==> config.mk <==
export PLATFORM = sky130hd
export DESIGN_NAME = ex_muldiv_unit
export DESIGN_NICKNAME = d
export VERILOG_FILES = /design/src/rtl/cpu_pkg.sv /design/src/rtl/muldiv_step.sv /design/src/rtl/ex_muldiv_unit.sv
export SDC_FILE = /design/constraint.sdc
export NUM_CORES = 1
export LEC_CHECK = 0
export BUFFER_PORTS_ARGS = -buffer_cell sky130_fd_sc_hd__buf_2
export CAP_MARGIN = 20
export CORE_MARGIN = 8
export CORE_UTILIZATION = 64
export CTS_BUF_LIST = sky130_fd_sc_hd__clkbuf_8
export CTS_CLUSTER_SIZE = 40
export DETAILED_ROUTE_END_ITERATION = 12
export GPL_TIMING_DRIVEN = 0
export PLACE_DENSITY = 0.85
export SKIP_LAST_GASP = 1
export SLEW_MARGIN = 20
export SYNTH_ARGS = -nofsm -noshare
export SYNTH_HDL_FRONTEND = slang
export SYNTH_SLANG_ARGS = --single-unit
==> constraint.sdc <==
create_clock -name clk -period 5.57 [get_ports clk]
set_clock_uncertainty 0.2 [all_clocks]
set_input_delay 1.114 -clock clk [delete_from_list [all_inputs] [get_ports clk]]
set_output_delay 1.114 -clock clk [all_outputs]
set_load 0.03 [all_outputs]
==> src/rtl/cpu_pkg.sv <==
// Shared CPU definitions: muldiv opcodes, muldiv FSM states and the default datapath width.
// Optional feature macro: MULDIV_SIGNED_EN enables the signed opcodes OP_MULS / OP_DIVS.
package cpu_pkg;

   localparam int WIDTH_DEFAULT = 16;

   localparam logic [3:0] OP_MUL  = 4'hC;
   localparam logic [3:0] OP_DIV  = 4'hD;
   localparam logic [3:0] OP_MULS = 4'hE;
   localparam logic [3:0] OP_DIVS = 4'hF;

   typedef enum logic [1:0] {
      ST_IDLE = 2'd0,
      ST_BUSY = 2'd1,
      ST_DONE = 2'd2
   } muldiv_state_e;

   // Signed opcodes only count as muldiv work when the signed feature is built in
   function automatic logic is_muldiv_op(input logic [3:0] opcode);
`ifdef MULDIV_SIGNED_EN
      return (opcode == OP_MUL) || (opcode == OP_DIV) ||
             (opcode == OP_MULS) || (opcode == OP_DIVS);
`else
      return (opcode == OP_MUL) || (opcode == OP_DIV);
`endif
   endfunction

   function automatic logic is_signed_op(input logic [3:0] opcode);
`ifdef MULDIV_SIGNED_EN
      return (opcode == OP_MULS) || (opcode == OP_DIVS);
`else
      return (opcode == 4'hX) && 1'b0;
`endif
   endfunction

endpackage

==> src/rtl/muldiv_step.sv <==
// One iteration of the muldiv datapath: add-shift for multiply, subtract-restore for divide.
module muldiv_step #(
   parameter int WIDTH = 16
) (
   input  logic             is_div,
   input  logic [WIDTH-1:0] hi_in,
   input  logic [WIDTH-1:0] lo_in,
   input  logic [WIDTH-1:0] operand,
   output logic [WIDTH-1:0] hi_out,
   output logic [WIDTH-1:0] lo_out
);

   logic [WIDTH:0]   sum;
   logic [WIDTH:0]   shifted;
   logic [WIDTH-1:0] diff;

   // Divide keeps remainder < divisor, so the trial difference always fits in WIDTH bits
   always_comb begin
      sum     = {1'b0, hi_in} + (lo_in[0] ? {1'b0, operand} : '0);
      shifted = {hi_in, lo_in[WIDTH-1]};
      diff    = shifted[WIDTH-1:0] - operand;
      hi_out  = sum[WIDTH:1];
      lo_out  = {sum[0], lo_in[WIDTH-1:1]};
      if (is_div) begin
         if (shifted >= {1'b0, operand}) begin
            hi_out = diff;
            lo_out = {lo_in[WIDTH-2:0], 1'b1};
         end else begin
            hi_out = shifted[WIDTH-1:0];
            lo_out = {lo_in[WIDTH-2:0], 1'b0};
         end
      end
   end

endmodule

==> src/rtl/ex_muldiv_unit.sv <==
// EX-stage iterative multiply/divide unit; freezes ID/EX and IF/ID while an operation runs.
// Optional feature macro: MULDIV_SIGNED_EN (signed MULS/DIVS via magnitude + sign fix-up).
module ex_muldiv_unit
   import cpu_pkg::*;
#(
   parameter int WIDTH = WIDTH_DEFAULT
) (
   input  logic             clk,
   input  logic             rest_n,
   input  logic             flush,
   input  logic             op_valid_in,
   input  logic [3:0]       opcode_in,
   input  logic [WIDTH-1:0] src1_in,
   input  logic [WIDTH-1:0] src2_in,
   input  logic [WIDTH-1:0] rd_in,
   output logic             freeze_out,
   output logic             result_valid,
   output logic [WIDTH-1:0] result_lo,
   output logic [WIDTH-1:0] result_hi,
   output logic [WIDTH-1:0] rd_out,
   output logic             div_by_zero
);

   localparam int CW = $clog2(WIDTH);

   muldiv_state_e state_q, state_d;

   logic [CW-1:0]      count_q;
   logic [WIDTH-1:0]   acc_hi_q, acc_lo_q, operand_q;
   logic               is_div_q, neg_lo_q, neg_hi_q;
   logic               accept, req_div, req_signed, zero_div;
   logic [WIDTH-1:0]   mag1, mag2;
   logic [WIDTH-1:0]   step_hi, step_lo, fin_hi, fin_lo;
   logic [2*WIDTH-1:0] prod_neg;

   // Flush beats a new accept; freeze is held low while reset is asserted
   always_comb begin
      accept     = op_valid_in && is_muldiv_op(opcode_in) && !flush;
      req_div    = (opcode_in == OP_DIV) || (opcode_in == OP_DIVS);
      req_signed = is_signed_op(opcode_in);
      zero_div   = req_div && (src2_in == '0);
      mag1       = (req_signed && src1_in[WIDTH-1]) ? -src1_in : src1_in;
      mag2       = (req_signed && src2_in[WIDTH-1]) ? -src2_in : src2_in;
      freeze_out = rest_n && (((state_q == ST_IDLE) && accept) || (state_q == ST_BUSY));
   end

   always_comb begin
      state_d = state_q;
      case (state_q)
         ST_IDLE: if (accept) state_d = zero_div ? ST_DONE : ST_BUSY;
         ST_BUSY: begin
            if (flush)               state_d = ST_IDLE;
            else if (count_q == '0)  state_d = ST_DONE;
         end
         default: state_d = ST_IDLE;
      endcase
   end

   muldiv_step #(.WIDTH(WIDTH)) u_step (
      .is_div  (is_div_q),
      .hi_in   (acc_hi_q),
      .lo_in   (acc_lo_q),
      .operand (operand_q),
      .hi_out  (step_hi),
      .lo_out  (step_lo)
   );

   // Signs are reapplied to the magnitude result of the final iteration
   always_comb begin
      prod_neg = -{step_hi, step_lo};
      fin_hi   = step_hi;
      fin_lo   = step_lo;
      if (is_div_q) begin
         if (neg_lo_q) fin_lo = -step_lo;
         if (neg_hi_q) fin_hi = -step_hi;
      end else if (neg_lo_q) begin
         fin_hi = prod_neg[2*WIDTH-1:WIDTH];
         fin_lo = prod_neg[WIDTH-1:0];
      end
   end

   always_ff @(posedge clk or negedge rest_n) begin
      if (!rest_n) begin
         state_q      <= ST_IDLE;
         count_q      <= '0;
         acc_hi_q     <= '0;
         acc_lo_q     <= '0;
         operand_q    <= '0;
         is_div_q     <= 1'b0;
         neg_lo_q     <= 1'b0;
         neg_hi_q     <= 1'b0;
         result_valid <= 1'b0;
         result_lo    <= '0;
         result_hi    <= '0;
         rd_out       <= '0;
         div_by_zero  <= 1'b0;
      end else begin
         state_q      <= state_d;
         result_valid <= 1'b0;
         case (state_q)
            ST_IDLE: begin
               if (accept) begin
                  rd_out      <= rd_in;
                  is_div_q    <= req_div;
                  count_q     <= CW'(WIDTH - 1);
                  acc_hi_q    <= '0;
                  div_by_zero <= 1'b0;
                  neg_lo_q    <= req_signed && (src1_in[WIDTH-1] ^ src2_in[WIDTH-1]);
                  neg_hi_q    <= req_signed && req_div && src1_in[WIDTH-1];
                  acc_lo_q    <= req_div ? mag1 : mag2;
                  operand_q   <= req_div ? mag2 : mag1;
                  if (zero_div) begin
                     result_lo    <= '1;
                     result_hi    <= src1_in;
                     div_by_zero  <= 1'b1;
                     result_valid <= 1'b1;
                  end
               end
            end
            ST_BUSY: begin
               if (!flush) begin
                  acc_hi_q <= step_hi;
                  acc_lo_q <= step_lo;
                  count_q  <= count_q - 1'b1;
                  if (count_q == '0) begin
                     result_lo    <= fin_lo;
                     result_hi    <= fin_hi;
                     result_valid <= 1'b1;
                  end
               end
            end
            default: ;
         endcase
      end
   end

endmodule

* Word level (Yosys, flattened, before mapping)
Index checks and enable logic that the tools add are counted.
** Word-level totals
- Flip-flop bits (word level) :: 105
- Output and inout bits :: 51
- Input bits :: 56
- Logic and storage cells :: 77
** Operators by class
- Reductions and logical operators :: 17
- Magnitude comparators :: 1
- Muxes and demuxes :: 36
- Eq/ne operators :: 9
- Add/sub/neg operators :: 3
** Operator list (number)
- 16-bit two-way mux :: 18
- 16-bit case mux with 2 select lines :: 4
- 16-bit by 17-bit adder with 17-bit output :: 1
- 17-bit by 16-bit greater-or-equal comparator with 1-bit output :: 1
- 16-bit logical NOT :: 1
- 16-bit subtractor :: 1
- 4-bit equality test (second input constant) :: 3
- 2-bit two-way mux :: 4
- 4-bit two-way mux :: 2
- 4-bit case mux with 2 select lines :: 1
- 2-bit inequality test (second input constant) :: 3
- 1-bit logical AND :: 5
- 1-bit two-way mux :: 5
- 5-bit AND reduction :: 1
- 4-bit logical NOT :: 1
- 2-bit case mux with 2 select lines :: 1
- 2-bit AND reduction :: 2
- 4-bit by 1-bit subtractor with 4-bit output (second input constant) :: 1
- 1-bit logical OR :: 3
- 3-bit by 2-bit inequality test with 1-bit output (second input constant) :: 1
- 3-bit AND reduction :: 1
- 2-bit by 1-bit equality test with 1-bit output (second input constant) :: 1
- 2-bit logical NOT :: 1
- 2-bit by 1-bit inequality test with 1-bit output (second input constant) :: 1
- other kinds (3) :: 3

* Logic depth before layout (Yosys ltp)
Gate-level depths: netlist of the first run.
- Depth in word-level cells :: 7
- Mapped depth :: 11
- Mapped depth without buffers :: 11

* By module
From an unflattened synthesis of the first run, not the netlist that was laid out.
** Unflattened totals
- Cells, all modules :: 782
- Area, all modules :: 7116.8 um2
** Modules (own cells, without submodules)
- ex_muldiv_unit :: instances 1, sequential area each 2627.5 um2, area each 4665.7 um2, cells each 445
- muldiv_step :: instances 1, sequential area each 0.0 um2, area each 2451.1 um2, cells each 337

* Worst setup path before layout of the first run
OpenSTA, ideal clock, no wires.
- Path type :: input to output
- From :: in opcode_in[1]
- To :: out freeze_out
- Cell stages on the path :: 5
- Path buffers :: 2
- Path slack :: 1584 ps
- Data required time :: 4256 ps
- Arrival time :: 2672 ps
- Cell sequence :: nor4_1 > nand3_1 > clkbuf_1 > clkbuf_1 > a21boi_0
** On the way
- Cells in the longest elaborated chain, start to end :: 7
- Elaborated cells on any way between the ends :: 8
- Those cells by class :: 2 x eq/ne; 6 x reduce/logical
** RTL lines
- start, declared :: RTL line ex_muldiv_unit.sv:12 : input logic [3:0] opcode_in,
- 4-bit equality test :: RTL line cpu_pkg.sv:24 : return (opcode == OP_MUL) || (opcode == OP_DIV);
- 1-bit logical OR (*) :: RTL line cpu_pkg.sv:24
- 1-bit logical AND (*) (2 in series) :: RTL line ex_muldiv_unit.sv:38 : accept = op_valid_in && is_muldiv_op(opcode_in) && !flush;
- 1-bit logical AND (*) :: RTL line ex_muldiv_unit.sv:44 : freeze_out = rest_n && (((state_q == ST_IDLE) && accept) || (state_q == ST_BUSY));
- 1-bit logical OR (*) :: RTL line ex_muldiv_unit.sv:44
- 1-bit logical AND (*) :: RTL line ex_muldiv_unit.sv:44
- end, declared :: RTL line ex_muldiv_unit.sv:16 : output logic freeze_out,
Every way passes the cells marked *; elsewhere a longest branch is shown, timed or not.

* Final worst setup path of the first run
- From :: reg acc_lo_q[0]
- To :: reg acc_hi_q[13]
** On the way
- Cells in the longest elaborated chain, start to end :: 5
** RTL lines
- start, declared :: RTL line ex_muldiv_unit.sv:29 : logic [WIDTH-1:0] acc_hi_q, acc_lo_q, operand_q;
- start signal, assigned :: RTL line ex_muldiv_unit.sv:110 : acc_lo_q <= req_div ? mag1 : mag2;
- start signal, assigned :: RTL line ex_muldiv_unit.sv:123 : acc_lo_q <= step_lo;
- 16-bit two-way mux :: RTL line muldiv_step.sv:19 : sum = {1'b0, hi_in} + (lo_in[0] ? {1'b0, operand} : '0);
- 16-bit by 17-bit adder with 17-bit output :: RTL line muldiv_step.sv:19
- 16-bit two-way mux :: RTL line muldiv_step.sv:24 : if (is_div) begin
- 16-bit two-way mux :: RTL line ex_muldiv_unit.sv:121 : if (!flush) begin
- 16-bit case mux with 2 select lines :: RTL line ex_muldiv_unit.sv:100 : case (state_q)
- end signal, assigned :: RTL line ex_muldiv_unit.sv:122 : acc_hi_q <= step_hi;
- end, declared :: RTL line ex_muldiv_unit.sv:29
No other way between the ends. The select of a mux whose other input is x is not followed.
A chain may end at the register's enable or synchronous reset.

==> summary.md, run 1 <==
| Metric | Value |
|---|---|
| Clk buf depth | `2` |
| Post_cts resized | `0` |
| Pre-CTS WS | `1412 ps` |
| Tmin final | `about 4300 ps` |
| IO Count | `107` |
| Largest net degree at the start of global routing | `55` |
| Clock root buffer | `clkbuf_8` |
| Setup ws final | `1271 ps` |
| Sw Ratio | `0.3942` |
| Final nets | `between 900 and 1k` |
| Syn avg cell area | `8.920 sq um` |
| Port buffer count | `106` |
| Synth Flop Type | `dfrtp_1` |
| CP peak stage delay | `620 ps` |
| DRC Markers | `0` |
| Crit share post-route | `0.7718` |
| Setup_tns | `0 ps` |
| ANT cells | `0` |
| Clk_lat worst skew | `370 ps` |
| Die area | `14,610 sq um` |
| Via count | `7,106` |
| Register area | `2628 sq um` |
| Synth Cell Area | `7038 sq um` |
| Routed wire length | `23.75 mm` |
| Reg power frac | `0.422` |
| Max Cap Viol | `0` |
| Post-DP HPWL | `between 15 and 20 mm` |
| Yosys warns | `0` |
| Power, Total | `2.304 mW` |
| Achievable frequency | `232.6 MHz` |
| Final slew viol count | `0` |
| TritonRoute pass-1 iters | `5` |
| GRT Total Usage | `0.3253` |
| Top cells by area, synth | `dfrtp_1 37%, ha_1 5.9%, nand2_1 4.6%, o21ai_0 4.0%, a21oi_1 3.4%` |
| WP data arrival | `4370 ps` |
| Filler cells | `approximately 800` |
| Startpoint types | `register` |
| CP Launch Point | `acc_lo_q[0]` |
| Clock-pin slew on the worst setup and hold paths | `90 ps` |
| VDD IR max | `0.2150 mV` |
| Clock share of power | `0.178` |
| # hold bufs at CTS | `0` |
| Status | `finished, final reports clean` |
| Clk sinks | `about 110` |
| CTS tree | `yes` |
| Final Hold Fails | `0` |
| Largest area contributor in the netlist | `dfrtp_1` |
| Netlist cell types | `73` |
| Slowest CP cell | `a311oi_1` |
| Cells after Synth | `789` |
| Class of the worst hold path | `register to register` |
| Crit end category | `register` |
| Hold slack | `294.9 ps` |
| # H-tree levels | `3` |
| Power Internal | `1.396 mW` |
| Routed len/inst | `22.64 microns` |
| Postcts setup bufs | `0` |
| Vias in the first global route | `~7k` |
| Data required time of the worst path | `5640 ps` |
| Pwr dens | `290.7 nW/um^2` |
| First-pass GRT wire length | `37.34 mm` |
| Leakage | `a little under 4 nW` |
| Combinational share of power | `0.400` |
| Std-Cell Rows | `38` |
| Syn Nets | `slightly below 900` |
| Worst-Margin Slew | `about 870 ps` |
| Top-count cell post-synth | `dfrtp_1` |
| Post-DR vias/cell | `just under 7` |
| #FFs+latches synth | `105` |
| Psw | `about 910 uW` |
| Core ar. | `10,790 sq um` |
| Number of flops mapped to enable cells by yosys | `0` |
| Worst Path Max Fanout | `10` |
| Area occupied by multi-input gates | `4059 sq um` |
| Unrepaired setup endpoints after global routing | `false` |
| Die width | `approximately 120 microns` |
| FFs w/ async S/R, synth | `1.000` |
| Synth-to-layout area growth | `12.64%` |
| Final setup fails | `0` |
| WS Path Type | `register to register` |
| Initial DRC count | `780` |
| Antenna-violating nets left | `0` |
| Die Ht | `120.9 microns` |
| Inserted Clock Buffers | `9` |
| Reg2Reg Launch Point | `acc_lo_q[0]` |
| GP Congestion | `0.9778` |
| Starting Density | `0.6521` |
| GRT overflow | `0` |
| Crit path cell chain | `clkbuf_1 -> and2_1 -> ha_1 -> fa_1 -> a211oi_1 -> o21ai_0 -> a311oi_1 -> a21bo_2 -> mux2_2 -> o31ai_1` |
| Worst hold start | `result_hi[13]` |
| Share of cells above drive strength 1 | `0.1870` |
| Initial antenna violation count | `1` |
| Yosys top cell area share | `0.3733` |
| Sequential-to-total area share from yosys stat | `0.3733` |
| Most instantiated cells after synthesis | `105 x dfrtp_1, 86 x nand2_1, 56 x o21ai_0` |
| Rel. slew slack | `0.4163` |
-- worst max-delay path: cells and delay by family, from the launching register on --
family                   cells  cell delay, ps
adder cells (fa/ha/maj)      2             690
AND/OR/NAND/NOR              1             220
buffers and inverters        1             290
flip-flops                   1             490
multiplexers                 1             330
AO/OA/AOI/OAI                5            1960
-- logic make-up (layout without fill, tap and decap cells) --
logic type | count (synthesis) | in the layout | synth area share
simple gates | 261 | 261 | 0.1806
compound gates | 251 | 251 | 0.2425
flops | 105 | 105 | 0.3733
buf+inv | 75 | 195 | 0.04995
mux | 45 | 45 | 0.06809
fa+ha+maj | 35 | 35 | 0.06436
xor+xnor | 17 | 17 | 0.02116
-- final timing paths --
kind | cells after the start | to | slack [ps]
setup / recovery | 10 | acc_hi_q[13] | 1270
hold / removal | 2 | result_hi[13] | 290
setup reg to reg | 10 | acc_hi_q[13] | 1270
hold reg to reg | 2 | result_hi[13] | 290
max in group asynchronous | 2 | acc_hi_q[8] | 4060
min in group asynchronous | 1 | rd_out[7] | 490
-- metrics by stage --
| step | instance area [sq um] | util | instances |
|---|---|---|---|
| 3_3_place_gp | 7744 | 0.7175 | 1035 |
| 3_5_place_dp | 7777 | 0.7206 | 1036 |
| 5_1_grt | 7928 | 0.7345 | 1049 |
| 4_1_cts | 7928 | 0.7345 | 1049 |
| 6_report | 7928 | 0.7345 | 1049 |
| 2_1_floorplan | 7038 | - | 789 |
-- sequential cells by signal (all words and copies together) (netlist names) --
name / flops
result_valid: 1
count_q: 4
is_div_q: 1
rd_out: 16
acc_hi_q: 16
acc_lo_q: 16
result_hi: 16
result_lo: 16
div_by_zero: 1
operand_q: 16
state_q: 2
-- power groups by stage --
stage	combinational, mW	clock [mW]	sequential (mW)
floorplan	0.584	0	1.01
CTS	0.903	0.409	0.964
global placement	0.864	0	0.969
finish	0.921	0.411	0.972
detailed placement	0.896	0	0.979
global route	1.00	0.439	0.980
-- cells in the final DEF (no fill, tap or decap), types with 10 or more instances in the layout --
master,synthesis,routed
o21ai_0,56,56
and3_1,10,10
nand2_1,86,86
mux2i_1,22,22
a311oi_1,20,20
nor2b_1,20,20
nand3_1,20,20
ha_1,33,33
clkbuf_1,33,33
dfrtp_1,105,105
inv_1,25,27
nor3_1,17,17
xnor2_1,12,12
a211oi_1,27,27
a21oi_1,48,48
and2_1,24,24
clkbuf_8,3,13
a21o_1,26,26
buf_2,3,108
mux2_2,21,21
nor2_1,47,47
-- layout make-up --
cell class	instances	share of cell area
Clock buffer	10	0.01736
Timing Repair Buffer	107	0.07118
Multi-Input combinational cell	609	0.5120
Buffer	49	0.03204
Clock inverter	3	0.001578
Tap cell	140	0.02210
Inverter	26	0.01231
Sequential cell	105	0.3314
-- layer usage --
metal,track usage,vias to the layer above,wire length (microns)
li1,-,3140,-
met1,0.4017,3428,9243
met2,0.5247,446,11070
met3,0.08190,90,2414
met4,0.1522,2,1005
met5,0,-,13
(Power assumes the default switching activity.)
==> run 2, diff against run 1 <==
--- a/config.mk
+++ b/config.mk
@@ -8,12 +8,12 @@
 export BUFFER_PORTS_ARGS = -buffer_cell sky130_fd_sc_hd__buf_2
 export CAP_MARGIN = 20
 export CORE_MARGIN = 8
-export CORE_UTILIZATION = 64
+export CORE_UTILIZATION = 54
 export CTS_BUF_LIST = sky130_fd_sc_hd__clkbuf_8
 export CTS_CLUSTER_SIZE = 40
 export DETAILED_ROUTE_END_ITERATION = 12
 export GPL_TIMING_DRIVEN = 0
-export PLACE_DENSITY = 0.85
+export PLACE_DENSITY = 0.76
 export SKIP_LAST_GASP = 1
 export SLEW_MARGIN = 20
 export SYNTH_ARGS = -nofsm -noshare
==> constraint.sdc (replaced) <==
create_clock -name clk -period 3.9 [get_ports clk]
set_clock_uncertainty 0.2 [all_clocks]
set_input_delay 0.78 -clock clk [delete_from_list [all_inputs] [get_ports clk]]
set_output_delay 0.78 -clock clk [all_outputs]
set_load 0.03 [all_outputs]
==> run 2 against run 1 <==
Effect of this change: hold slack got worse by 190 ps; first-iteration DRC count down 21%; highest routed layer is now met4; sequential power up 43%; wire length down 6.0%.
==> summary.md, run 2 (synthesized netlist as in run 1, its figures left out) <==
| Metric | Value |
|---|---|
| Worst Path Max Fanout | `18` |
| Fin util | `0.6336` |
| Startpoint types | `register` |
| Post_cts resized | `1` |
| Leakage | `around 4 nW` |
| Initial DRC count | `616` |
| Crit share post-route | `0.9326` |
| IO Count | `107` |
| CTS tree | `yes` |
| Core ar. | `12,670 sq um` |
| # hold bufs at CTS | `0` |
| Die area | `16,940 sq um` |
| Reg2Reg Launch Point | `acc_lo_q[0]` |
| Most frequent cells in the layout | `108 x buf_2, 105 x dfrtp_1, 86 x nand2_1` |
| Crit end category | `register` |
| Routed wire length | `22.32 mm` |
| Synth-to-layout area growth | `14.06%` |
| Final setup fails | `0` |
| Rel. slew slack | `0.5228` |
| Final Hold Fails | `0` |
| Die width | `130.2 microns` |
| Worst-Margin Slew | `714.2 ps` |
| Fin cells | `roughly 1.1k` |
| Power, Total | `3.377 mW` |
| GRT Total Usage | `0.2692` |
| Die Ht | `around 130 microns` |
| VDD IR max | `0.3051 mV` |
| Class of the worst hold path | `primary input to asynchronous set/reset pin` |
| Post-DR vias/cell | `6.282` |
| Vias in the first global route | `roughly 6.6k` |
| TritonRoute pass-1 iters | `5` |
| Inserted Clock Buffers | `9` |
| WS Path Type | `register to register` |
| ANT cells | `0` |
| GP Congestion | `between 0.9 and 1` |
| Port buffer count | `around 110` |
| Setup slack, reg-to-reg | `260 ps` |
| Clk sinks | `105` |
| Worst reg2reg path depth | `9` |
| Via count | `6,803` |
| Std-Cell Rows | `between 40 and 50` |
| Starting Density | `0.5554` |
| Final nets | `997` |
| Inst Count DP | `about 1.1k` |
| Post-DP HPWL | `17.50 mm` |
| Antenna-violating nets left | `0` |
| Largest net degree at the start of global routing | `71` |
| Unrepaired setup endpoints after global routing | `false` |
| Data required time of the worst path | `3970 ps` |
| # H-tree levels | `3` |
| Final slew viol count | `0` |
| Commonest non-fill, non-tap cell in the layout | `buf_2` |
| First-pass GRT wire length | `35.63 mm` |
| Achievable frequency | `274.9 MHz` |
| Postcts setup bufs | `0` |
| Clock-pin slew on the worst setup and hold paths | `100 ps` |
| RR Endpoint | `acc_hi_q[13]` |
| Tmin final | `about 3600 ps` |
| DRC Markers | `0` |
| Clock root buffer | `clkbuf_8` |
| Routed len/inst | `20.61 microns` |
| Share of cells above drive strength 1 | `0.1954` |
| Initial antenna violation count | `0` |
| WP data arrival | `3710 ps` |
| Clk buf depth | `2` |
| Pwr dens | `420.6 nW/um^2` |
| Clk_lat worst skew | `360 ps` |
| Status | `finished, final reports clean` |
| Max Cap Viol | `0` |
| GRT overflow | `0` |
==> run 2: changes by cell type in the layout (fill, tap and decap cells not counted), sizes merged <==
cell,previous run,this run
clkbuf,46,45
buf,119,118
clkinv,2,4
bufinv,0,1
clkinvlp,0,1
==> run 2: critical path: stages (launching register included) <==
cell and delay [ps]:
dfrtp_1 620, and2_1 260, ha_1 240, fa_1 460
a211oi_2 310, o21ai_0 240, a311oi_2 430, a21bo_2 220
mux2_2 330, o31ai_1 230
==> run 2: per-layer routing <==
metal	global-route usage	routed length (microns)
met2	0.4324	10560
met4	0.07036	391
met3	0.05671	2081
met5	0	0
met1	0.3613	9290
==> run 2: layout make-up <==
| cell class | instances | area [sq um] |
|---|---|---|
| Clock inverter | 7 | 77.57 |
| Multi-Input combinational cell | 609 | 4070 |
| Sequential cell | 105 | 2628 |
| Tap cell | 172 | 215.2 |
| Clock buffer | 9 | 123.9 |
| Buffer | 48 | 251.5 |
| Inverter | 26 | 97.59 |
| Fill cell | 1151 | 4643 |
| Timing Repair Buffer | 107 | 564.3 |
==> run 2: through the flow <==
step | area (sq um) | setup TNS, ps | worst slack [ps] | hold slack, ps
global placement | 7784 | -170.2 | -170.2 | 255.3
finish | 8028 | 0 | 262.7 | 101.0
global route | 8028 | 0 | 85.17 | 109.9
CTS | 8025 | 0 | 55.31 | 96.12
floorplan | 7038 | 0 | 581.8 | 256.4
detailed placement | 7818 | 0 | 21.70 | 269.6
==> run 2: worst max path at each step <==
stage / to / start / depth (start not counted)
final: acc_hi_q[13] / acc_lo_q[0] / 9
after global routing: acc_hi_q[13] / acc_lo_q[0] / 9
after CTS: acc_hi_q[13] / acc_lo_q[0] / 10
after detailed placement: acc_hi_q[13] / acc_lo_q[0] / 10
after global placement: freeze_out / rest_n / 3
after floorplan: freeze_out / opcode_in[1] / 5
==> run 2: report_power, final <==
group          switching, mW  total [mW]  internal (mW)
combinational          0.777        1.30          0.520
clock                  0.389       0.692          0.303
sequential             0.148        1.39           1.24
total                   1.31        3.38           2.06
==> run 3, diff against run 2 <==
--- a/config.mk
+++ b/config.mk
@@ -7,6 +7,7 @@
 export LEC_CHECK = 0
 export BUFFER_PORTS_ARGS = -buffer_cell sky130_fd_sc_hd__buf_2
 export CAP_MARGIN = 20
+export CORE_ASPECT_RATIO = 1.2
 export CORE_MARGIN = 8
 export CORE_UTILIZATION = 54
 export CTS_BUF_LIST = sky130_fd_sc_hd__clkbuf_8
==> run 3 against run 2 <==
Effect of this change: critical path depth is the same; register-to-register slack is essentially flat; combinational power is essentially flat; flip-flop and latch count unchanged; clock-buffer cell count grew 1; sequential power about the same; global-route usage down 0.95 points; critical path type unchanged; highest routed layer unchanged.
==> summary.md, run 3 (synthesized netlist as in run 1, its figures left out) <==
| Metric | Value |
|---|---|
| Tmin final | `approximately 3600 ps` |
| Hold slack | `63.95 ps` |
| Postcts setup bufs | `0` |
| Psw | `1.302 mW` |
| Clk_lat worst skew | `380 ps` |
| ANT cells | `0` |
| CP peak stage delay | `640 ps` |
| # hold bufs at CTS | `0` |
| GRT overflow | `0` |
| Fin util | `0.6312` |
| VDD IR max | `0.3268 mV` |
| Starting Density | `0.5556` |
| Routed wire length | `22.33 mm` |
| Worst Path Max Fanout | `18` |
| Die area | `16,960 sq um` |
| Clk buf depth | `2` |
| TritonRoute pass-1 iters | `7` |
| Std-Cell Rows | `45` |
| Worst-Margin Slew | `748.9 ps` |
| Reg power frac | `0.418` |
| Clock share of power | `0.192` |
| Inst Count DP | `1,060` |
| Most frequent cells in the layout | `108 x buf_2, 105 x dfrtp_1, 86 x nand2_1` |
| Synth-to-layout area growth | `13.62%` |
| GRT Total Usage | `0.2597` |
| Commonest non-fill, non-tap cell in the layout | `buf_2` |
| Startpoint types | `register` |
| Vias in the first global route | `around 6.6k` |
| Crit share post-route | `0.9349` |
| Combinational share of power | `0.389` |
| Port buffer count | `106` |
| Via count | `6,737` |
| DRC Markers | `0` |
| Largest net degree at the start of global routing | `77` |
| Power Internal | `2.010 mW` |
| Post-DR vias/cell | `roughly 6.3` |
| Antenna-violating nets left | `0` |
| CTS tree | `yes` |
| Setup ws final | `253.8 ps` |
| Share of cells above drive strength 1 | `0.1954` |
| Die width | `between 100 and 150 microns` |
| Inserted Clock Buffers | `9` |
| First-pass GRT wire length | `34.79 mm` |
| WS Path Type | `register to register` |
| Status | `finished, final reports clean` |
| Post-layout instance area | `between 7000 and 8000 sq um` |
| Achievable frequency | `274.3 MHz` |
| IO Count | `107` |
| Data required time of the worst path | `3980 ps` |
| Placement Cell Area | `7807 sq um` |
| Leakage | `3.874 nW` |
| Core ar. | `around 13,000 sq um` |
| Clk sinks | `105` |
| Fin cells | `1,075` |
| Setup_tns | `0 ps` |
| Initial antenna violation count | `0` |
| Final nets | `997` |
| Final Hold Fails | `0` |
| WP data arrival | `around 3700 ps` |
| Initial DRC count | `574` |
| Unrepaired setup endpoints after global routing | `false` |
| Rel. slew slack | `0.4996` |
| Crit end category | `register` |
| Pre-CTS WS | `-32.68 ps` |
| Power, Total | `3.312 mW` |
| Crit path cell chain | `and2_1 -> ha_1 -> fa_1 -> a211oi_2 -> o21ai_0 -> a311oi_2 -> a21bo_2 -> mux2_2 -> o31ai_1` |
| Pwr dens | `around 410 nW/um^2` |
| GP Congestion | `approximately 0.95` |
| Routed len/inst | `20.77 microns` |
| Class of the worst hold path | `primary input to asynchronous set/reset pin` |
| Slowest CP cell | `dfrtp_1` |
| Final setup fails | `0` |
| # H-tree levels | `3` |
| Final slew viol count | `0` |
| Clock-pin slew on the worst setup and hold paths | `100 ps` |
| Clock root buffer | `clkbuf_8` |
| Die Ht | `141.1 microns` |
| Max Cap Viol | `0` |
| Post-DP HPWL | `around 18 mm` |
| Sw Ratio | `0.3932` |
-- run 3: what timing repair did --
action,CTS,global route
pin swaps,0,1
setup endpoints to repair,2,5
gates resized for setup,1,2
-- run 3: routing by layer --
metal  up-vias  share of wire  track usage
met3        67          0.090      0.05713
met4         0          0.046       0.1331
met2       330           0.46       0.4234
li1       3131              -            -
met1      3209           0.40       0.3160
met5         -              0            0
-- run 3: cell type report --
| cell class | count | area [sq um] |
|---|---|---|
| fillers | 1144 | 4672 |
| multi-input cells | 609 | 4070 |
| flip-flops and latches | 105 | 2628 |
| repair buffers | 107 | 564.3 |
| plain buffers | 48 | 251.5 |
| well taps | 164 | 205.2 |
| clock buffers | 10 | 137.6 |
| inverters | 26 | 97.59 |
| clock inverters | 6 | 42.54 |
-- run 3: final timing paths --
check,startpoint,to,slack (ps),cells after the start
min in group clk,div_by_zero,div_by_zero,290,1
min,rest_n,rd_out[5],60,1
max in group asynchronous,rest_n,result_hi[13],2780,2
max reg2reg,acc_lo_q[0],acc_hi_q[13],250,9
max,acc_lo_q[0],acc_hi_q[13],250,9
min reg2reg,div_by_zero,div_by_zero,290,1
-- run 3: worst max-delay path: cells and delay by family (launching register included) --
| kind | cells | cell delay (ps) |
|---|---|---|
| AOI/OAI and AO/OA | 5 | 1420 |
| adders and majority gates | 2 | 700 |
| DFF | 1 | 640 |
| muxes | 1 | 320 |
| and+or+nand+nor | 1 | 260 |
-- run 3: power by group through the flow --
stage / Combinational [mW] / Sequential [mW] / Clock, mW
floorplan: 0.834 / 1.44 / 0
global placement: 1.25 / 1.39 / 0
detailed placement: 1.27 / 1.39 / 0
CTS: 1.28 / 1.37 / 0.640
global route: 1.40 / 1.40 / 0.672
finish: 1.29 / 1.39 / 0.637
